==> src/rtl/data_access_unit_if.sv <==
// Data-access unit bus bundle.
// Groups the decoder request/response handshake and the memory_map access signals.
//   slave  : the data_access_unit side (takes requests, drives memory_map and responses)
//   master : the environment side (decoder + memory_map)
// Signals:
//   req_valid/req_ready/req_op/req_store/req_ptr/req_imm/req_wdata : decoder request
//   mm_addr/mm_we/mm_io_only/mm_wdata/mm_rdata                     : memory_map access
//   rsp_valid/rsp_rdata/ptr_wb_en/ptr_wb_val                       : completion + pointer writeback
//   sp_out                                                         : current stack pointer
interface data_access_unit_if;
    logic        req_valid;
    logic        req_ready;
    logic [2:0]  req_op;
    logic        req_store;
    logic [15:0] req_ptr;
    logic [15:0] req_imm;
    logic [7:0]  req_wdata;
    logic [15:0] mm_addr;
    logic        mm_we;
    logic        mm_io_only;
    logic [7:0]  mm_wdata;
    logic [7:0]  mm_rdata;
    logic        rsp_valid;
    logic [7:0]  rsp_rdata;
    logic        ptr_wb_en;
    logic [15:0] ptr_wb_val;
    logic [15:0] sp_out;

    modport slave (
        input  req_valid, req_op, req_store, req_ptr, req_imm, req_wdata, mm_rdata,
        output req_ready, mm_addr, mm_we, mm_io_only, mm_wdata,
        output rsp_valid, rsp_rdata, ptr_wb_en, ptr_wb_val, sp_out
    );

    modport master (
        output req_valid, req_op, req_store, req_ptr, req_imm, req_wdata, mm_rdata,
        input  req_ready, mm_addr, mm_we, mm_io_only, mm_wdata,
        input  rsp_valid, rsp_rdata, ptr_wb_en, ptr_wb_val, sp_out
    );
endinterface

==> src/rtl/data_access_unit.sv <==
// Data-access unit: sequences LD/ST, LDS/STS, PUSH/POP and IN/OUT into memory_map.
// One request at a time: IDLE -> ACCESS -> (loads: CAPTURE) -> RESP -> IDLE.
// Ports:
//   clk    : system clock, all state on posedge
//   rst_n  : asynchronous active-low reset
//   bus    : data_access_unit_if.slave (request, memory_map access, response, sp_out)
// Store latency: rsp_valid two cycles after the accept edge; loads: three cycles.
module data_access_unit #(
    parameter logic [15:0] RAMEND = 16'h085F
) (
    input logic               clk,
    input logic               rst_n,
    data_access_unit_if.slave bus
);
    typedef enum logic [1:0] {StIdle, StAccess, StCapture, StResp} state_e;

    localparam logic [2:0] OpPtr     = 3'd0;
    localparam logic [2:0] OpPostInc = 3'd1;
    localparam logic [2:0] OpPreDec  = 3'd2;
    localparam logic [2:0] OpDisp    = 3'd3;
    localparam logic [2:0] OpDirect  = 3'd4;
    localparam logic [2:0] OpPush    = 3'd5;
    localparam logic [2:0] OpPop     = 3'd6;
    localparam logic [2:0] OpIo      = 3'd7;

    state_e      state_q;
    logic        store_q;
    logic        wb_en_q;
    logic [15:0] wb_val_q;
    logic        sp_upd_q;
    logic [15:0] sp_new_q;
    logic [15:0] sp_q;

    // Decode of the incoming request; only consumed on the accept edge.
    logic [15:0] ea;
    logic [15:0] wb_val;
    logic [15:0] sp_new;
    logic        store;
    logic        io;
    logic        wb_en;
    logic        sp_upd;

    always_comb begin
        ea     = bus.req_ptr;
        wb_val = bus.req_ptr;
        sp_new = sp_q;
        store  = bus.req_store;
        io     = 1'b0;
        wb_en  = 1'b0;
        sp_upd = 1'b0;
        unique case (bus.req_op)
            OpPtr:     ea = bus.req_ptr;
            OpPostInc: begin
                ea     = bus.req_ptr;
                wb_val = bus.req_ptr + 16'd1;
                wb_en  = 1'b1;
            end
            OpPreDec:  begin
                ea     = bus.req_ptr - 16'd1;
                wb_val = bus.req_ptr - 16'd1;
                wb_en  = 1'b1;
            end
            OpDisp:    ea = bus.req_ptr + {10'b0, bus.req_imm[5:0]};
            OpDirect:  ea = bus.req_imm;
            OpPush:    begin
                // Post-decrement stack: write at sp, then sp-1.
                ea     = sp_q;
                store  = 1'b1;
                sp_upd = 1'b1;
                sp_new = sp_q - 16'd1;
            end
            OpPop:     begin
                // Pre-increment stack: read at sp+1, which becomes the new sp.
                ea     = sp_q + 16'd1;
                store  = 1'b0;
                sp_upd = 1'b1;
                sp_new = sp_q + 16'd1;
            end
            OpIo:      begin
                ea = {10'b0, bus.req_imm[5:0]};
                io = 1'b1;
            end
        endcase
    end

    assign bus.sp_out = sp_q;

    always_ff @(posedge clk or negedge rst_n) begin
        if (!rst_n) begin
            state_q        <= StIdle;
            store_q        <= 1'b0;
            wb_en_q        <= 1'b0;
            wb_val_q       <= '0;
            sp_upd_q       <= 1'b0;
            sp_new_q       <= RAMEND;
            sp_q           <= RAMEND;
            bus.req_ready  <= 1'b1;
            bus.mm_addr    <= '0;
            bus.mm_we      <= 1'b0;
            bus.mm_io_only <= 1'b0;
            bus.mm_wdata   <= '0;
            bus.rsp_valid  <= 1'b0;
            bus.rsp_rdata  <= '0;
            bus.ptr_wb_en  <= 1'b0;
            bus.ptr_wb_val <= '0;
        end else begin
            bus.rsp_valid <= 1'b0;
            bus.ptr_wb_en <= 1'b0;
            unique case (state_q)
                StIdle: begin
                    if (bus.req_valid) begin
                        state_q        <= StAccess;
                        bus.req_ready  <= 1'b0;
                        store_q        <= store;
                        wb_en_q        <= wb_en;
                        wb_val_q       <= wb_val;
                        sp_upd_q       <= sp_upd;
                        sp_new_q       <= sp_new;
                        bus.mm_addr    <= ea;
                        bus.mm_we      <= store;
                        bus.mm_io_only <= io;
                        bus.mm_wdata   <= store ? bus.req_wdata : 8'h00;
                    end
                end
                StAccess: begin
                    bus.mm_we    <= 1'b0;
                    bus.mm_wdata <= 8'h00;
                    if (store_q) begin
                        state_q        <= StResp;
                        bus.mm_io_only <= 1'b0;
                        bus.rsp_valid  <= 1'b1;
                        bus.ptr_wb_en  <= wb_en_q;
                        if (wb_en_q) bus.ptr_wb_val <= wb_val_q;
                        if (sp_upd_q) sp_q <= sp_new_q;
                    end else begin
                        // Read data from memory_map is registered: it lands during CAPTURE.
                        state_q <= StCapture;
                    end
                end
                StCapture: begin
                    state_q        <= StResp;
                    bus.mm_io_only <= 1'b0;
                    bus.rsp_rdata  <= bus.mm_rdata;
                    bus.rsp_valid  <= 1'b1;
                    bus.ptr_wb_en  <= wb_en_q;
                    if (wb_en_q) bus.ptr_wb_val <= wb_val_q;
                    if (sp_upd_q) sp_q <= sp_new_q;
                end
                StResp: begin
                    state_q       <= StIdle;
                    bus.req_ready <= 1'b1;
                end
            endcase
        end
    end
endmodule

==> src/flat_wrapper.sv <==
// flat-port wrapper written by rule: the top's interface ports become plain ports
module data_access_unit_flat 
#(
    parameter logic [15:0] RAMEND = 16'h085F
)
  (clk, rst_n, bus_req_valid, bus_req_op, bus_req_store, bus_req_ptr, bus_req_imm, bus_req_wdata, bus_mm_rdata, bus_req_ready, bus_mm_addr, bus_mm_we, bus_mm_io_only, bus_mm_wdata, bus_rsp_valid, bus_rsp_rdata, bus_ptr_wb_en, bus_ptr_wb_val, bus_sp_out);
  data_access_unit_if bus_i ();
  input logic clk;
  input logic rst_n;
  input wire logic [$bits(bus_i.req_valid)-1:0] bus_req_valid;
  input wire logic [$bits(bus_i.req_op)-1:0] bus_req_op;
  input wire logic [$bits(bus_i.req_store)-1:0] bus_req_store;
  input wire logic [$bits(bus_i.req_ptr)-1:0] bus_req_ptr;
  input wire logic [$bits(bus_i.req_imm)-1:0] bus_req_imm;
  input wire logic [$bits(bus_i.req_wdata)-1:0] bus_req_wdata;
  input wire logic [$bits(bus_i.mm_rdata)-1:0] bus_mm_rdata;
  output wire logic [$bits(bus_i.req_ready)-1:0] bus_req_ready;
  output wire logic [$bits(bus_i.mm_addr)-1:0] bus_mm_addr;
  output wire logic [$bits(bus_i.mm_we)-1:0] bus_mm_we;
  output wire logic [$bits(bus_i.mm_io_only)-1:0] bus_mm_io_only;
  output wire logic [$bits(bus_i.mm_wdata)-1:0] bus_mm_wdata;
  output wire logic [$bits(bus_i.rsp_valid)-1:0] bus_rsp_valid;
  output wire logic [$bits(bus_i.rsp_rdata)-1:0] bus_rsp_rdata;
  output wire logic [$bits(bus_i.ptr_wb_en)-1:0] bus_ptr_wb_en;
  output wire logic [$bits(bus_i.ptr_wb_val)-1:0] bus_ptr_wb_val;
  output wire logic [$bits(bus_i.sp_out)-1:0] bus_sp_out;
  assign bus_i.req_valid = bus_req_valid;
  assign bus_i.req_op = bus_req_op;
  assign bus_i.req_store = bus_req_store;
  assign bus_i.req_ptr = bus_req_ptr;
  assign bus_i.req_imm = bus_req_imm;
  assign bus_i.req_wdata = bus_req_wdata;
  assign bus_i.mm_rdata = bus_mm_rdata;
  assign bus_req_ready = bus_i.req_ready;
  assign bus_mm_addr = bus_i.mm_addr;
  assign bus_mm_we = bus_i.mm_we;
  assign bus_mm_io_only = bus_i.mm_io_only;
  assign bus_mm_wdata = bus_i.mm_wdata;
  assign bus_rsp_valid = bus_i.rsp_valid;
  assign bus_rsp_rdata = bus_i.rsp_rdata;
  assign bus_ptr_wb_en = bus_i.ptr_wb_en;
  assign bus_ptr_wb_val = bus_i.ptr_wb_val;
  assign bus_sp_out = bus_i.sp_out;
  data_access_unit #(.RAMEND(RAMEND)) u_core (.clk(clk), .rst_n(rst_n), .bus(bus_i));
endmodule
==> config.mk <==
export PLATFORM = sky130hd
export DESIGN_NAME = data_access_unit_flat
export DESIGN_NICKNAME = d
export VERILOG_FILES = /design/src/rtl/data_access_unit_if.sv /design/src/rtl/data_access_unit.sv /design/src/flat_wrapper.sv
export SDC_FILE = /design/constraint.sdc
export NUM_CORES = 1
export LEC_CHECK = 0
export ABC_AREA = 1
export BUFFER_PORTS_ARGS = -buffer_cell sky130_fd_sc_hd__buf_2
export CAP_MARGIN = 20
export CORE_ASPECT_RATIO = 1.5
export CORE_MARGIN = 2
export CORE_UTILIZATION = 61
export DETAILED_ROUTE_END_ITERATION = 16
export GPL_TIMING_DRIVEN = 1
export MAX_ROUTING_LAYER = met4
export PLACE_DENSITY = 0.89
export RECOVER_POWER = 100
export SETUP_SLACK_MARGIN = 0.15
export SLEW_MARGIN = 20
export SYNTH_ARGS = -nofsm -noshare
export SYNTH_HDL_FRONTEND = slang
export SYNTH_SLANG_ARGS = --single-unit
==> constraint.sdc <==
create_clock -name clk -period 3.9 [get_ports clk]
set_input_delay 0.39 -clock clk [delete_from_list [all_inputs] [get_ports clk]]
set_output_delay 0.39 -clock clk [all_outputs]
set_load 0.01 [all_outputs]
# Yosys cells after proc, flatten, opt, wreduce, memory -nomap -nowiden
# Index checks and enable logic that the tools add are counted.
# Widths: inputs -> output; s select.
# classes
reduce_logical	14
n_eq_ne	12
n_mux	30
n_addsub	5
# ops
op	n
$pmux 16 s2	4
$pmux 16 s7	1
$mux 16	4
$add 16x1->16 const B	2
$sub 16x1->16 const B	2
$add 16x6->16	1
$mux 8	2
$pmux 8 s2	1
$eq 3x3->1 const B	4
$mux 1	10
$pmux 1 s2	5
$pmux 2 s4	1
$reduce_and 2->1	4
$eq 3x2->1 const B	2
$reduce_bool 2->1	3
$reduce_or 2->1	3
$eq 2x2->1 const B	2
$eq 3x1->1 const B	1
$logic_not 3->1	1
$pmux 1 s3	1
$reduce_and 3->1	1
$reduce_bool 3->1	1
$eq 2x1->1 const B	1
$logic_not 2->1	1
3 further kinds	3
# totals
regBits	106
word_cells	77

# Depth between registers and ports, before layout
# depth
word_depth	5
ltp_mapped	14
ltp_nobuf	14

# Worst setup path before layout
# No wires, ideal clock.
# synth_timing
path_kind	input-to-reg
startpoint	input bus_req_imm[0]
endpoint	register u_core.bus.mm_addr[12]
path_slack_ps	2129
t_arrival_ps	1655
path_stages	13
n_path_buf	0
path_cell_list	ha_1 -> inv_1 -> fa_1 -> inv_1 -> nand3_1 -> nand2_1 -> nand2_1 -> nand2_1 -> nand3_1 -> nand3_1 -> nand3b_1 -> nand2_1 -> nand2_1
# synth_between
elab_chain_len	2
# synth_rtl
item	line	text
start, declared	flat_wrapper.sv:14	input wire logic [$bits(bus_i.req_imm)-1:0] bus_req_imm;
$add 16x6->16	data_access_unit.sv:63	OpDisp: ea = bus.req_ptr + {10'b0, bus.req_imm[5:0]};
$pmux 16 s7	data_access_unit.sv:51	unique case (bus.req_op)
end signal, assigned	data_access_unit.sv:98	bus.mm_addr <= '0;
end signal, assigned	data_access_unit.sv:119	bus.mm_addr <= ea;
end, declared	data_access_unit_if.sv:31	output req_ready, mm_addr, mm_we, mm_io_only, mm_wdata,
# No other way between the ends.
# A chain may end at the register's enable or synchronous reset.

# Worst setup path in the final report
# layout_timing
startpoint	input bus_req_op[2]
endpoint	register u_core.bus.mm_addr[8]
# layout_between
elab_chain_len	3
# layout_rtl
item	line	text
start, declared	flat_wrapper.sv:11	input wire logic [$bits(bus_i.req_op)-1:0] bus_req_op;
$eq 3x1->1 or $logic_not 3->1 (tied branches)	data_access_unit.sv:51	
$reduce_or 2->1 (no line)	n/a	
$pmux 16 s7 *	data_access_unit.sv:51	
# Every way passes the cells marked *; elsewhere a longest branch is shown, timed or not.

==> reports/metrics.csv <==
metric,value,unit
routed_wl,21500,µm
status,"complete, but fails checks",
fin_hold_ws,0.259,ns
max_slew_margin,-90.7,%
power_density,654,nW/µm²
cp-start-kind,input port,
ys_ff_latch,106,
skew,0.0117,ns
cts_buffer_depth,2,
placed_area,7620,µm²
finalHoldViolCount,0,
reg2reg_to,u_core.bus.mm_addr[2]$_DFFE_PN0P_,
gr-total-overflow,0,
p_leak,0.00383,µW
insertion_delay,0.36,ns
h-tree-depth,3,
grt_usage,35.9,%
grt_antenna_before_repair,0,
rrSetupSlack,1.42,ns
syn-num-nets,1070,
grt_pass1_vias,6767,
ir_worst_vdd,0.390,mV
crit_type,in2reg,
synth.area.top_cells,"dfrtp_1 (33%), nand2_1 (14%), nand3_1 (6.8%)",
hold_path_depth,2,
final_area,7840,µm²
synthSimpleGateAreaFrac,31.3,%
violations,"capacitance limit, slew limit",
synthCells,1000,
setup_tns,0,ns
synthDistinctLibCells,51,
netlist_area,6950,µm²
hpwl,16200,µm
r2r.worst_path.cells,7,
fin_crit_sh,73.0,%
ys_async_sr_fraction,100,%
grt_pass1_wl,33700,µm
dieArea,12300,µm²
via_per_inst,5.84,
synth_area_per_cell,6.95,µm²
period_minus_slack,2.85,ns
cpLargestDelayFamily,simple AND/OR/NAND/NOR gates,
num_io_pins,124,
reg2reg_from,u_core.state_q[0]$_DFFE_PN0P_,
drv_cap,1,
crit_cells,9,
cts_sinks,106,
final_net_count,1173,
crit_fanout,18,
drive_gt1_share,11.4,%
routedWlPerCell,17.1,µm
die_y,135,µm
worstHoldStart,bus_mm_rdata[0],
final_cell_mix,"nand2_1 (255), inv_1 (123), nor2_1 (113), nand3_1 (95), dfrtp_1 (91)",
timing.fmax,0.351,GHz
drv_slew,54,
crit_slowest_cell,nor2_1,
first_pass_iters,7,
initial_utilization,62.9,%
clkTransAtPathRegs,0.09,ns
cts-root-buf,clkbuf_16,
tightest_slew,2.86,ns
synthFlopType,dfrtp_1,
layout.cells.most_common,nand2_1,
diodes,0,
holdPathEnd,u_core.bus.rsp_rdata[0]$_DFFE_PN0P_,
max_stage_delay,1.12,ns
crit_chain,"clkbuf_1, nor2_1, inv_1, o21ai_0, a21oi_1, and3_1, nand2_1, nand2_1, nand2_1",
cts_tree,built,
holdCritPathClass,in2reg,
synth_top_family_by_area,simple AND/OR/NAND/NOR gates,
numCtsBuffers,9,
synth_top_area_share,32.8,%
critPathMostFrequentCell,nand2_1,
ant_nets,0,
setup_viol,0,
post_cts_buffers,0,
gp_congestion,0.989,
fp.dieW,91.2,µm
cts-resized-gates,0,
cp.required,4.19,ns
grt_max_degree,55,
synth_xor_area_share,0.378,%
via_count,7324,
rsz0062_at_grt,false,
drc,0,
worst-path-buf-inv,2,
critPathArrivalTime,3.14,ns
synth_area_leader_cell,dfrtp_1,
core_region_area,11100,µm²
drt_iter0_markers,737,
synth_edf_count,0,
yosys_warnings,0,
row_count,47,
area_growth,12.7,%
synthAdderAreaFrac,2.81,%
synth-compound-area-share,14.6,%
yosysSeqAreaShare,38.4,%
worst_setup_path_end_kind,flip-flop,
cts_hold_buffers,0,
port-buffer-count,123,
synth_mux_area_share,2.75,%
## area by class of cell
cell class | count | area (µm²)
multi-input combinational | 724 | 3600
sequential | 106 | 2670
clock buffer | 9 | 225
tap | 147 | 184
inverter | 133 | 499
fill | 1003 | 3220
clock inverter | 7 | 90.1
timing repair buffer | 129 | 569
## power by group
| group | internal (µW) | switching [µW] |
|---|---|---|
| Clock | 464 | 474 |
| Combinational | 745 | 1410 |
| Sequential | 1650 | 378 |
## worst max-delay path by stage
| stage | start | endpoint | slack [ns] |
|---|---|---|---|
| floorplan | bus_req_imm[0] | u_core.bus.mm_addr[12]$_DFFE_PN0P_ | 2.13 |
| detailed placement | bus_req_op[1] | u_core.wb_val_q[1]$_DFFE_PN0P_ | 1.59 |
| global route | rst_n | u_core.bus.ptr_wb_val[11]$_DFFE_PN0P_ | 0.75 |
| global placement | bus_req_op[1] | u_core.wb_val_q[1]$_DFFE_PN0P_ | 1.69 |
| CTS | u_core.state_q[0]$_DFFE_PN0P_ | u_core.bus.mm_wdata[4]$_DFFE_PN0P_ | 1.68 |
| finish | bus_req_op[2] | u_core.bus.mm_addr[8]$_DFFE_PN0P_ | 1.05 |
## flip-flops by register name, summed over array words and instances (netlist names)
signal	flops
u_core.bus.mm_addr	16
u_core.bus.ptr_wb_val	16
u_core.bus.sp_out	16
u_core.sp_new_q	16
u_core.wb_val_q	16
u_core.bus.mm_wdata	8
u_core.bus.rsp_rdata	8
u_core.state_q	2
u_core.bus.mm_io_only	1
u_core.bus.mm_we	1
u_core.bus.ptr_wb_en	1
u_core.bus.req_ready	1
u_core.bus.rsp_valid	1
u_core.sp_upd_q	1
u_core.store_q	1
u_core.wb_en_q	1
## kinds of logic after synthesis
group           count (synthesis)
simple gates                  506
flops                         106
fa+ha+maj                      15
xor+xnor                        3
mux                            17
compound gates                183
buf+inv                       170
## stage by stage
stage | total power [µW] | setup WS, ns | cells | utilization [%]
after floorplan | 3440 | 2.13 | 1000 | -
after global placement | 4170 | 1.69 | 1239 | 69.0
after detailed placement | 4270 | 1.59 | 1239 | 69.0
after CTS | 5220 | 1.68 | 1255 | 71.8
after global routing | 5490 | 0.748 | 1255 | 70.9
final | 5120 | 1.05 | 1255 | 70.9
## routing by layer
layer | track usage (%) | vias up | share of wire [%]
met4 | 20.2 | 0 | 5.0
met5 | - | - | 0
met2 | 60.0 | 380 | 51
li1 | - | 3479 | -
met3 | 3.57 | 82 | 6.4
met1 | 42.6 | 3383 | 38
## cells in the mapped netlist, types with 6 or more instances
cell and n:
o21ai_0 68, nor3_1 6, dfrtp_1 91, nand4_1 14
inv_1 122, nand3_1 95, nand2_1 256, dfstp_2 15
o22ai_1 11, a21oi_1 53, nand3b_1 7, clkbuf_1 16
buf_2 15, inv_2 11, mux2_2 17, ha_1 14
o211ai_1 8, o21ai_1 21, nor2_1 112
No activity file was read; power rests on OpenSTA's default activity.
